### config.mk
export PLATFORM = sky130hd
export DESIGN_NAME = lif_tdm_scheduler_flat
export DESIGN_NICKNAME = d
export VERILOG_FILES = /design/src/rtl/lif_tdm_scheduler_if.sv /design/src/rtl/lif_tdm_scheduler.sv /design/src/flat_wrapper.sv
export SDC_FILE = /design/constraint.sdc
export NUM_CORES = 1
export LEC_CHECK = 0
export ABC_AREA = 1
export CORE_ASPECT_RATIO = 1.5
export CORE_MARGIN = 10
export CORE_UTILIZATION = 55
export CTS_BUF_LIST = sky130_fd_sc_hd__clkbuf_2
export CTS_CLUSTER_DIAMETER = 50
export DETAILED_ROUTE_END_ITERATION = 10
export GPL_ROUTABILITY_DRIVEN = 0
export GPL_TIMING_DRIVEN = 0
export PLACE_DENSITY_LB_ADDON = 0.1
export SETUP_SLACK_MARGIN = 0.5
export SYNTH_ARGS = -nofsm -noshare
export SYNTH_HDL_FRONTEND = slang
export SYNTH_SLANG_ARGS = --single-unit
### constraint.sdc
create_clock -name clk -period 3.9 [get_ports clk]
set_input_delay 0.39 -clock clk [delete_from_list [all_inputs] [get_ports clk]]
set_output_delay 0.39 -clock clk [all_outputs]
set_load 0.005 [all_outputs]
### src/rtl/lif_tdm_scheduler_if.sv
// Host-side bus of the LIF time-multiplexing scheduler: current writes in,
// per-visit neuron report and frame spike vector out.
interface lif_tdm_scheduler_if #(
  parameter int N_NEURONS = 4,
  parameter int WIDTH     = 8
);
  localparam int AW = $clog2(N_NEURONS);

  logic                 en;
  logic                 cur_wr;
  logic [AW-1:0]        cur_addr;
  logic [WIDTH-1:0]     cur_data;
  logic [AW-1:0]        slot;
  logic [WIDTH-1:0]     state_out;
  logic                 spike_out;
  logic                 out_valid;
  logic [N_NEURONS-1:0] spike_vec;
  logic                 frame_done;

  modport master (
    output en, cur_wr, cur_addr, cur_data,
    input  slot, state_out, spike_out, out_valid, spike_vec, frame_done
  );

  modport slave (
    input  en, cur_wr, cur_addr, cur_data,
    output slot, state_out, spike_out, out_valid, spike_vec, frame_done
  );
endinterface

### src/rtl/lif_tdm_scheduler.sv
// Round-robin leaky integrate-and-fire scheduler: one shared datapath visits
// one neuron per enabled cycle; all outputs are registered.
module lif_tdm_scheduler #(
  parameter int N_NEURONS  = 4,
  parameter int WIDTH      = 8,
  parameter int THRESHOLD  = 200,
  parameter int LEAK_SHIFT = 1,
  parameter int REFRACT    = 2
) (
  input  logic                  clk,
  input  logic                  rst,
  lif_tdm_scheduler_if.slave    bus
);
  localparam int AW = $clog2(N_NEURONS);
  localparam int RW = (REFRACT < 1) ? 1 : $clog2(REFRACT + 1);
  localparam logic [WIDTH:0] THR = (WIDTH + 1)'(THRESHOLD);

  logic [WIDTH-1:0]     mem  [N_NEURONS];
  logic [WIDTH-1:0]     cur  [N_NEURONS];
  logic [RW-1:0]        refr [N_NEURONS];
  logic [AW-1:0]        p;
  logic [N_NEURONS-1:0] shadow;

  logic [WIDTH-1:0]     leaked;
  logic [WIDTH:0]       sum;
  logic [WIDTH-1:0]     sum_sat;
  logic [WIDTH-1:0]     next_state;
  logic [RW-1:0]        next_refr;
  logic                 in_refr;
  logic                 spike;
  logic [N_NEURONS-1:0] shadow_next;

  always_comb begin
    in_refr     = (refr[p] != '0);
    leaked      = mem[p] - (mem[p] >> LEAK_SHIFT);
    sum         = {1'b0, leaked} + {1'b0, cur[p]};
    sum_sat     = sum[WIDTH] ? '1 : sum[WIDTH-1:0];
    spike       = !in_refr && ({1'b0, sum_sat} >= THR);
    next_state  = (in_refr || spike) ? '0 : sum_sat;
    next_refr   = '0;
    if (in_refr)
      next_refr = refr[p] - RW'(1);
    else if (spike)
      next_refr = RW'(REFRACT);
    shadow_next = shadow;
    if (spike)
      shadow_next[p] = 1'b1;
  end

  always_ff @(posedge clk or posedge rst) begin
    if (rst) begin
      for (int unsigned i = 0; i < N_NEURONS; i++) begin
        mem[i]  <= '0;
        cur[i]  <= '0;
        refr[i] <= '0;
      end
      p              <= '0;
      shadow         <= '0;
      bus.slot       <= '0;
      bus.state_out  <= '0;
      bus.spike_out  <= 1'b0;
      bus.out_valid  <= 1'b0;
      bus.spike_vec  <= '0;
      bus.frame_done <= 1'b0;
    end else begin
      // The visit reads cur[p] combinationally, so a same-edge write only affects later visits.
      if (bus.cur_wr)
        cur[bus.cur_addr] <= bus.cur_data;
      if (bus.en) begin
        mem[p]         <= next_state;
        refr[p]        <= next_refr;
        p              <= p + AW'(1);
        bus.slot       <= p;
        bus.state_out  <= next_state;
        bus.spike_out  <= spike;
        bus.out_valid  <= 1'b1;
        if (p == AW'(N_NEURONS - 1)) begin
          bus.spike_vec  <= shadow_next;
          bus.frame_done <= 1'b1;
          shadow         <= '0;
        end else begin
          bus.frame_done <= 1'b0;
          shadow         <= shadow_next;
        end
      end else begin
        bus.spike_out  <= 1'b0;
        bus.out_valid  <= 1'b0;
        bus.frame_done <= 1'b0;
      end
    end
  end
endmodule

### src/flat_wrapper.sv
// flat-port wrapper written by rule: the top's interface ports become plain ports
module lif_tdm_scheduler_flat 
#(
  parameter int N_NEURONS  = 4,
  parameter int WIDTH      = 8,
  parameter int THRESHOLD  = 200,
  parameter int LEAK_SHIFT = 1,
  parameter int REFRACT    = 2
)
  (clk, rst, bus_en, bus_cur_wr, bus_cur_addr, bus_cur_data, bus_slot, bus_state_out, bus_spike_out, bus_out_valid, bus_spike_vec, bus_frame_done);
  lif_tdm_scheduler_if #(.N_NEURONS(N_NEURONS), .WIDTH(WIDTH)) bus_i ();
  input  logic clk;
  input  logic rst;
  input wire logic [$bits(bus_i.en)-1:0] bus_en;
  input wire logic [$bits(bus_i.cur_wr)-1:0] bus_cur_wr;
  input wire logic [$bits(bus_i.cur_addr)-1:0] bus_cur_addr;
  input wire logic [$bits(bus_i.cur_data)-1:0] bus_cur_data;
  output wire logic [$bits(bus_i.slot)-1:0] bus_slot;
  output wire logic [$bits(bus_i.state_out)-1:0] bus_state_out;
  output wire logic [$bits(bus_i.spike_out)-1:0] bus_spike_out;
  output wire logic [$bits(bus_i.out_valid)-1:0] bus_out_valid;
  output wire logic [$bits(bus_i.spike_vec)-1:0] bus_spike_vec;
  output wire logic [$bits(bus_i.frame_done)-1:0] bus_frame_done;
  assign bus_i.en = bus_en;
  assign bus_i.cur_wr = bus_cur_wr;
  assign bus_i.cur_addr = bus_cur_addr;
  assign bus_i.cur_data = bus_cur_data;
  assign bus_slot = bus_i.slot;
  assign bus_state_out = bus_i.state_out;
  assign bus_spike_out = bus_i.spike_out;
  assign bus_out_valid = bus_i.out_valid;
  assign bus_spike_vec = bus_i.spike_vec;
  assign bus_frame_done = bus_i.frame_done;
  lif_tdm_scheduler #(.N_NEURONS(N_NEURONS), .WIDTH(WIDTH), .THRESHOLD(THRESHOLD), .LEAK_SHIFT(LEAK_SHIFT), .REFRACT(REFRACT)) u_core (.clk(clk), .rst(rst), .bus(bus_i));
endmodule
==> reports/results.tsv, run 1 <==
metric	value	unit
die height	136	um
Relative slew margins	0.563	
Final Hold Fails	0	
vias in the first global route	4450	
number of top-level pins	31	
Final Critical Period	4.15	ns
CTS Buffer Depth	2	
vias post-DR	4605	
hold_ws	0.213	ns
Synth async-reset ratio	1.00	
EDFF count, synth	0	
critical path's most frequent cell	nand2_2	
total gr overflow	0	
top_reg_cell synth	dfrtp_1	
initial DRC count	327	
RSZ-0062 raised after global routing	yes	
core area	0.00878	mm^2
fin area	0.00638	mm^2
commonest non-fill, non-tap cells in the layout	nand2_1, dfrtp_1, o21ai_0	
clock latency on the worst-skew pair	0.57	ns
layout cells sized above 1	0.224	
Area growth syn-to-layout	29.9	%
TritonCTS clock tree	yes	
routed len/inst	17.7	um
Tightest Pin Transition	0.655	ns
CTS sink count	95	
HP Class	in -> async	
Distinct cells, synth	36	
Area after DPL	0.00550	mm^2
worst setup path class	reg -> reg	
TritonRoute pass-1 iters	5	
Synth Net Count	643	
CTS Buf Count	9	
DR DRC count	0	
status	finished with violations	
maxcap violations	0	
CP max FO	7	
Synth Register Bits	95	
Slew Viols, Final	0	
worst path bufs/invs	9	
Peak Freq	241	MHz
slowest CP cell	dfrtp_1	
antenna-violating nets left	0	
CTS clk-pin slew, worst paths	0.26	ns
Root Buffer	clkbuf_2	
Post-Syn Area	0.00491	mm^2
commonest non-fill, non-tap cell in the layout	nand2_1	
nets@finish	723	
Seq/Total Area, Yosys	0.484	
cts hold-fix bufs	0	
Std-Cell Rows	42	
drt total wl	14200	um
Yosys warning total	0	
Mapped Cells	608	
setup violators final	52	
Arrival @ worst endpoint	4.67	ns
IO buf count	30	
fin crit share	1.06	
Antenna diodes	0	
htree depth	3	
Worst path top cell family by delay	buffers and inverters	
die width	97.2	um
Initial Util	0.560	
largest net degree at the start of global routing	50	
Worst Setup End Kind	flip-flop	
PnR worst setup slack	-0.251	ns
hpwl dp	9040	um
CP max stage delay	0.47	ns
clk_skew	0.0317	ns
mean post-synth cell area	8.08	um^2
die area	0.0132	mm^2
mean number of vias per cell	5.73	
violated checks	negative setup slack	
Startpoint Class	flip-flop	
gr usage total	0.202	
initial antenna violation count	0	
first-pass GRT wire length	21600	um
Worst EP required	4.42	ns
[state kept, by name, summed over array words and instances, names as in the netlist, 2 cells and up]
signal	count
u_core.mem	32
u_core.shadow	4
u_core.bus.state_out	8
u_core.bus.slot	2
u_core.cur	32
u_core.bus.spike_vec	4
u_core.p	2
u_core.refr	8
[final timing paths]
kind                            slack, ns  cells past startpoint                             endpoint                           startpoint
worst max-delay path                -0.25                     26           u_core.mem[17]$_DFFE_PP0P_              u_core.p[0]$_DFFE_PP0P_
worst min-delay path                 0.21                      2            u_core.cur[0]$_DFFE_PP0P_                                  rst
worst max register to register      -0.25                     26           u_core.mem[17]$_DFFE_PP0P_              u_core.p[0]$_DFFE_PP0P_
worst min register to register       0.51                      2  u_core.bus.state_out[5]$_DFFE_PP0P_  u_core.bus.state_out[5]$_DFFE_PP0P_
max in group asynchronous            3.06                      3           u_core.refr[2]$_DFFE_PP0P_                                  rst
min in group clk                     0.34                      1       u_core.bus.out_valid$_DFF_PP0_                               bus_en
[through the flow]
| step | util | setup TNS [ns] | instances | setup slack [ns] |
|---|---|---|---|---|
| 2_1_floorplan | - | 0 | 608 | 0.441 |
| 3_3_place_gp | 0.623 | -31.90 | 748 | -0.301 |
| 3_5_place_dp | 0.626 | -5.74 | 749 | -0.218 |
| 4_1_cts | 0.698 | 0 | 795 | 0.0340 |
| 5_1_grt | 0.727 | -15.15 | 803 | -0.399 |
| 6_report | 0.727 | -7.28 | 803 | -0.251 |
[Yosys cell counts, drive strengths merged, types with 6 or more instances]
cell type | number | area [um^2]
nand4 | 7 | 58.8
buf | 7 | 38.8
a32oi | 6 | 52.6
nand3 | 23 | 150
clkbuf | 17 | 63.8
inv | 67 | 251
o21ai | 101 | 509
ha | 19 | 238
dfrtp | 95 | 2380
a21oi | 21 | 109
nor2 | 34 | 138
o22ai | 8 | 50.1
nand2 | 184 | 701
[layer usage]
layer	part of all wire	routed length, um	GRT usage	vias to the layer above
li1	-	-	-	2143
met5	0	0	0	-
met2	0.54	7660	0.374	173
met3	0.043	612	0.0378	50
met4	0.041	580	0.0987	0
met1	0.38	5330	0.213	2239
[kinds of logic after synthesis]
| group | count (synthesis) | synth area share |
|---|---|---|
| buffers and inverters | 92 | 0.0728 |
| AO/OA/AOI/OAI | 141 | 0.155 |
| XOR/XNOR | 7 | 0.0125 |
| adder cells (fa/ha/maj) | 21 | 0.0565 |
| AND/OR/NAND/NOR | 252 | 0.219 |
| flip-flops | 95 | 0.484 |
[timing repair]
action | in CTS | in global routing
cloned | 2 | 0
buffers inserted | 28 | 8
gates resized for setup | 48 | 39
endpoints found under the setup margin | 52 | 52
pin swaps | 15 | 38
[cell type report]
cell class | instances | area (um^2)
Buffer | 24 | 164
Clock buffer | 10 | 50.0
Clock inverter | 6 | 61.3
Fill cell | 646 | 2390
Inverter | 68 | 265
Multi-Input combinational cell | 421 | 2630
Sequential cell | 95 | 2380
Tap cell | 110 | 138
Timing Repair Buffer | 69 | 694
Power of run 1 is not shown: default switching activity piles up to over one toggle a cycle in this logic, so the estimate is an artifact.
==> inputs of run 2 (changes only) <==
--- a/config.mk
+++ b/config.mk
@@ -11,11 +11,13 @@
 export CORE_UTILIZATION = 55
 export CTS_BUF_LIST = sky130_fd_sc_hd__clkbuf_2
 export CTS_CLUSTER_DIAMETER = 50
+export CTS_CLUSTER_SIZE = 16
 export DETAILED_ROUTE_END_ITERATION = 10
 export GPL_ROUTABILITY_DRIVEN = 0
 export GPL_TIMING_DRIVEN = 0
 export PLACE_DENSITY_LB_ADDON = 0.1
 export SETUP_SLACK_MARGIN = 0.5
+export SLEW_MARGIN = 20
 export SYNTH_ARGS = -nofsm -noshare
 export SYNTH_HDL_FRONTEND = slang
 export SYNTH_SLANG_ARGS = --single-unit
==> reports/results.tsv, run 2 (synthesis results as in run 1) <==
metric	value	unit	change
status	finished with violations		unchanged
violated checks	negative setup slack		unchanged
number of top-level pins	31		unchanged
setup violators final	49		was 52
CTS sink count	95		unchanged
Area growth syn-to-layout	32.1	%	was 29.9%
Initial Util	0.560		unchanged
commonest non-fill, non-tap cells in the layout	nand2_1, dfrtp_1, o21ai_0		unchanged
largest net degree at the start of global routing	50		unchanged
Peak Freq	248	MHz	was 241 MHz
Slew Viols, Final	0		unchanged
routed len/inst	18.0	um	was 17.7 um
layout cells sized above 1	0.255		was 0.224
Tightest Pin Transition	0.739	ns	was 0.655 ns
Arrival @ worst endpoint	4.55	ns	was 4.67 ns
TritonRoute pass-1 iters	6		was 5
Final Hold Fails	0		unchanged
clock latency on the worst-skew pair	0.58	ns	was 0.57 ns
vias in the first global route	4510		was 4450
initial DRC count	294		was 327
mean number of vias per cell	5.73		about the same
clk_skew	0.0339	ns	was 0.0317 ns
gr usage total	0.204		was 0.202
drt total wl	14600	um	was 14200 um
initial antenna violation count	0		unchanged
critical path's most frequent cell	nand2_2		unchanged
CP max stage delay	0.47	ns	about the same
hpwl dp	9090	um	was 9040 um
Largest regs	u_core.cur (32), u_core.mem (32)		unchanged
Worst Setup End Kind	flip-flop		unchanged
commonest non-fill, non-tap cell in the layout	nand2_1		unchanged
DR DRC count	0		unchanged
first-pass GRT wire length	21800	um	was 21600 um
CP max FO	7		unchanged
HP Class	in -> async		unchanged
maxcap violations	0		unchanged
final core occ	0.740		was 0.727
PnR worst setup slack	-0.136	ns	was -0.251 ns
total gr overflow	0		unchanged
die height	136	um	unchanged
core area	0.00878	mm^2	unchanged
htree depth	3		unchanged
vias post-DR	4636		was 4605
die area	0.0132	mm^2	unchanged
Relative slew margins	0.507		was 0.563
slowest CP cell	dfrtp_1		unchanged
Worst EP required	4.42	ns	about the same
RSZ-0062 raised after global routing	yes		unchanged
CTS clk-pin slew, worst paths	0.25	ns	was 0.26 ns
Fill cells	627		was 646
TritonCTS clock tree	yes		unchanged
Root Buffer	clkbuf_2		unchanged
antenna-violating nets left	0		unchanged
IO buf count	30		unchanged
CTS Buffer Depth	2		unchanged
CTS Buf Count	9		unchanged
Startpoint Class	flip-flop		unchanged
Std-Cell Rows	42		unchanged
worst setup path class	reg -> reg		unchanged
die width	97.2	um	unchanged
fin crit share	1.03		was 1.06
nets@finish	728		was 723
Final Critical Period	4.04	ns	was 4.15 ns
==> run 2: cell types whose count changed in the layout (fill, tap and decap cells not counted), sizes merged <==
cell,previous run,this run
bufinv,1,0
buf,45,49
diode,0,1
inv,67,66
clkinvlp,3,2
bufbuf,1,0
clkbuf,27,29
clkinv,3,6
==> run 2: worst max-delay path, delay by kind of cell (launching register included) <==
family / cells / cell delay (ns)
AOI/OAI and AO/OA: 7 / 1.09
buffers and inverters: 7 / 0.91
and+or+nand+nor: 9 / 0.83
DFF: 1 / 0.47
adders and majority gates: 2 / 0.47
xor gates and xnor gates: 1 / 0.21
==> run 2: metrics by stage <==
stage	TNS [ns]	hold WS [ns]	worst slack (ns)	std cells	cell area, um^2
after CTS	-0.0495	0.166	-0.0219	794	6100
after global placement	-31.90	0.461	-0.301	748	5470
after floorplan	0	0.421	0.441	608	5030
after global routing	-9.98	0.177	-0.256	808	6490
final	-3.94	0.168	-0.136	809	6490
after detailed placement	-5.24	0.469	-0.219	749	5500
==> run 2: path summary, 6_finish.rpt <==
kind | to | slack, ns | startpoint | depth (start not counted)
worst max-delay path | u_core.bus.state_out[2]$_DFFE_PP0P_ | -0.14 | u_core.p[0]$_DFFE_PP0P_ | 26
worst min-delay path | u_core.cur[16]$_DFFE_PP0P_ | 0.17 | rst | 2
worst max register to register | u_core.bus.state_out[2]$_DFFE_PP0P_ | -0.14 | u_core.p[0]$_DFFE_PP0P_ | 26
worst min register to register | u_core.bus.state_out[5]$_DFFE_PP0P_ | 0.51 | u_core.bus.state_out[5]$_DFFE_PP0P_ | 2
max in group asynchronous | u_core.refr[2]$_DFFE_PP0P_ | 3.15 | rst | 3
min in group clk | u_core.bus.out_valid$_DFF_PP0_ | 0.35 | bus_en | 1
==> run 2: layer usage <==
metal	up-vias	track usage	share of wire	routed length [um]
li1	2160	-	-	-
met1	2254	0.213	0.37	5330
met2	156	0.368	0.53	7740
met3	66	0.0327	0.039	571
met4	0	0.141	0.062	909
met5	-	0	0	0
==> run 2: repair_timing <==
item,4_1_cts,5_1_grt
pin swaps,31,33
resized for setup,50,62
setup buffers,27,13
cloned,2,1
setup endpoints to repair,52,52
hold buffers,0,0
==> run 2: final cells by class <==
cell class,instances,area (um^2),area share
inverter,68,278,0.0428
sequential,95,2380,0.366
clock inverter,6,37.5,0.00578
buffer,24,204,0.0314
tap,110,138,0.0212
antenna,1,2.50,0.000386
clock buffer,10,50.0,0.00771
timing repair buffer,74,718,0.111
multi-input combinational,421,2680,0.414
Power of run 2 is left out for the same reason.
==> inputs of run 3 (changes only) <==
--- a/config.mk
+++ b/config.mk
@@ -6,16 +6,18 @@
 export NUM_CORES = 1
 export LEC_CHECK = 0
 export ABC_AREA = 1
+export CELL_PAD_IN_SITES_DETAIL_PLACEMENT = 0
+export CELL_PAD_IN_SITES_GLOBAL_PLACEMENT = 1
 export CORE_ASPECT_RATIO = 1.5
 export CORE_MARGIN = 10
-export CORE_UTILIZATION = 55
+export CORE_UTILIZATION = 42
 export CTS_BUF_LIST = sky130_fd_sc_hd__clkbuf_2
 export CTS_CLUSTER_DIAMETER = 50
 export CTS_CLUSTER_SIZE = 16
 export DETAILED_ROUTE_END_ITERATION = 10
 export GPL_ROUTABILITY_DRIVEN = 0
 export GPL_TIMING_DRIVEN = 0
-export PLACE_DENSITY_LB_ADDON = 0.1
+export PLACE_DENSITY = 0.77
 export SETUP_SLACK_MARGIN = 0.5
 export SLEW_MARGIN = 20
 export SYNTH_ARGS = -nofsm -noshare
==> reports/results.tsv, run 3 (synthesis results as in run 1) <==
metric	value	unit	change
mean number of vias per cell	5.18		was 5.73
gr usage total	0.175		was 0.204
Post-Place Cells	789		was 749
hpwl dp	9790	um	was 9090 um
Register Area	0.00238	mm^2	unchanged
cts hold-fix bufs	0		unchanged
commonest non-fill, non-tap cells in the layout	nand2_1, dfrtp_1, o21ai_0		unchanged
vias post-DR	4364		was 4636
Slew Viols, Final	0		unchanged
RSZ-0062 raised after global routing	yes		unchanged
vias in the first global route	4464		was 4510
CTS Buffer Depth	2		unchanged
total gr overflow	0		unchanged
violated checks	negative setup slack		unchanged
number of top-level pins	31		unchanged
Reg2Reg Setup Slack	-0.01	ns	was -0.14 ns
Worst EP required	4.46	ns	was 4.42 ns
setup violators final	1		was 49
initial antenna violation count	1		was 0
initial DRC count	165		was 294
critical path's most frequent cell	nand2_1		was nand2_2
layout cells sized above 1	0.249		was 0.255
IO buf count	30		unchanged
Reg-to-Reg Start	u_core.p[0]$_DFFE_PP0P_		unchanged
routed len/inst	16.9	um	was 18.0 um
Std-Cell Rows	48		was 42
Startpoint Class	flip-flop		unchanged
DR DRC count	0		unchanged
die height	152	um	was 136 um
Layout Cells excl Fill	843		was 809
Final Hold Fails	0		unchanged
Fill cells	1078		was 627
CTS Buf Count	9		unchanged
CP max FO	10		was 7
PnR worst setup slack	-0.00985	ns	was -0.136 ns
core area	0.0115	mm^2	was 0.00878 mm^2
commonest non-fill, non-tap cell in the layout	nand2_1		unchanged
TritonCTS clock tree	yes		unchanged
Initial Util	0.428		was 0.560
CP max stage delay	0.46	ns	was 0.47 ns
Relative slew margins	0.557		was 0.507
Tightest Pin Transition	0.664	ns	was 0.739 ns
antenna-violating nets left	0		unchanged
area of the multi-input gates	0.00266	mm^2	was 0.00268 mm^2
CTS sink count	95		unchanged
fin area	0.00644	mm^2	was 0.00649 mm^2
Area growth syn-to-layout	31.0	%	was 32.1%
status	finished with violations		unchanged
drt total wl	14300	um	was 14600 um
worst r2r path cells	26		unchanged
Arrival @ worst endpoint	4.47	ns	was 4.55 ns
Final Critical Period	3.91	ns	was 4.04 ns
clk_skew	0.0251	ns	was 0.0339 ns
Peak Freq	256	MHz	was 248 MHz
HP Class	in -> async		unchanged
Critical Path Start	u_core.p[0]$_DFFE_PP0P_		unchanged
worst setup path class	reg -> reg		unchanged
first-pass GRT wire length	22600	um	was 21800 um
clock latency on the worst-skew pair	0.60	ns	was 0.58 ns
CTS clk-pin slew, worst paths	0.25	ns	about the same
nets@finish	723		was 728
Area after DPL	0.00555	mm^2	was 0.00550 mm^2
reg2reg end	u_core.mem[5]$_DFFE_PP0P_		was u_core.bus.state_out[2]$_DFFE_PP0P_
fin crit share	1.00		was 1.03
Worst Setup End Kind	flip-flop		unchanged
htree depth	3		unchanged
TritonRoute pass-1 iters	4		was 6
die area	0.0165	mm^2	was 0.0132 mm^2
slowest CP cell	dfrtp_1		unchanged
Root Buffer	clkbuf_2		unchanged
die width	108	um	was 97.2 um
hold_ws	0.124	ns	was 0.168 ns
Largest regs	u_core.cur (32), u_core.mem (32)		unchanged
maxcap violations	0		unchanged
largest net degree at the start of global routing	56		was 50
## run 3: final cells by class
class                      count  area share
clock buffer                  11     0.00855
multi-input combinational    421       0.414
antenna                        1    0.000389
sequential                    95       0.370
inverter                      68      0.0412
buffer                        24      0.0292
timing repair buffer          69       0.105
clock inverter                 4     0.00369
tap                          150      0.0292
## run 3: repair_timing
item	CTS	global route
hold endpoints to repair	0	0
setup buffers	26	10
gates cloned	2	0
endpoints found under the setup margin	52	52
gates resized for setup	38	66
pin swaps	26	42
## run 3: through the flow
| stage | TNS [ns] | setup slack [ns] | utilization |
|---|---|---|---|
| 6_report | -0.00985 | -0.00985 | 0.561 |
| 5_1_grt | -9.79 | -0.261 | 0.561 |
| 4_1_cts | 0 | 0.0229 | 0.529 |
| 3_5_place_dp | -8.91 | -0.301 | 0.484 |
| 3_3_place_gp | -46.31 | -0.406 | 0.481 |
| 2_1_floorplan | 0 | 0.441 | - |
## run 3: worst max-delay path by stage
stage / to / slack, ns / cells after the start
final: u_core.mem[5]$_DFFE_PP0P_ / -0.01 / 26
after global routing: u_core.bus.state_out[5]$_DFFE_PP0P_ / -0.26 / 26
after CTS: u_core.refr[5]$_DFFE_PP0P_ / 0.02 / 22
after detailed placement: u_core.mem[5]$_DFFE_PP0P_ / -0.30 / 26
after global placement: u_core.bus.frame_done$_DFF_PP0_ / -0.41 / 2
after floorplan: u_core.mem[5]$_DFFE_PP0P_ / 0.44 / 26
## run 3: worst max-delay path, delay by kind of cell (launching register included)
kind / cells / cell delay [ns]
simple gates: 13 / 1.13
fa+ha+maj: 3 / 0.87
compound gates: 4 / 0.65
buf+inv: 5 / 0.54
flops: 1 / 0.46
xor+xnor: 1 / 0.21
## run 3: layer usage
metal  track usage  vias to the layer above  part of all wire
met5             0                        -                 0
met4        0.0844                        0             0.036
met3        0.0309                       35             0.026
met2         0.315                       76              0.54
met1         0.191                     2106              0.39
li1              -                     2147                 -
Power of run 3 is left out for the same reason.
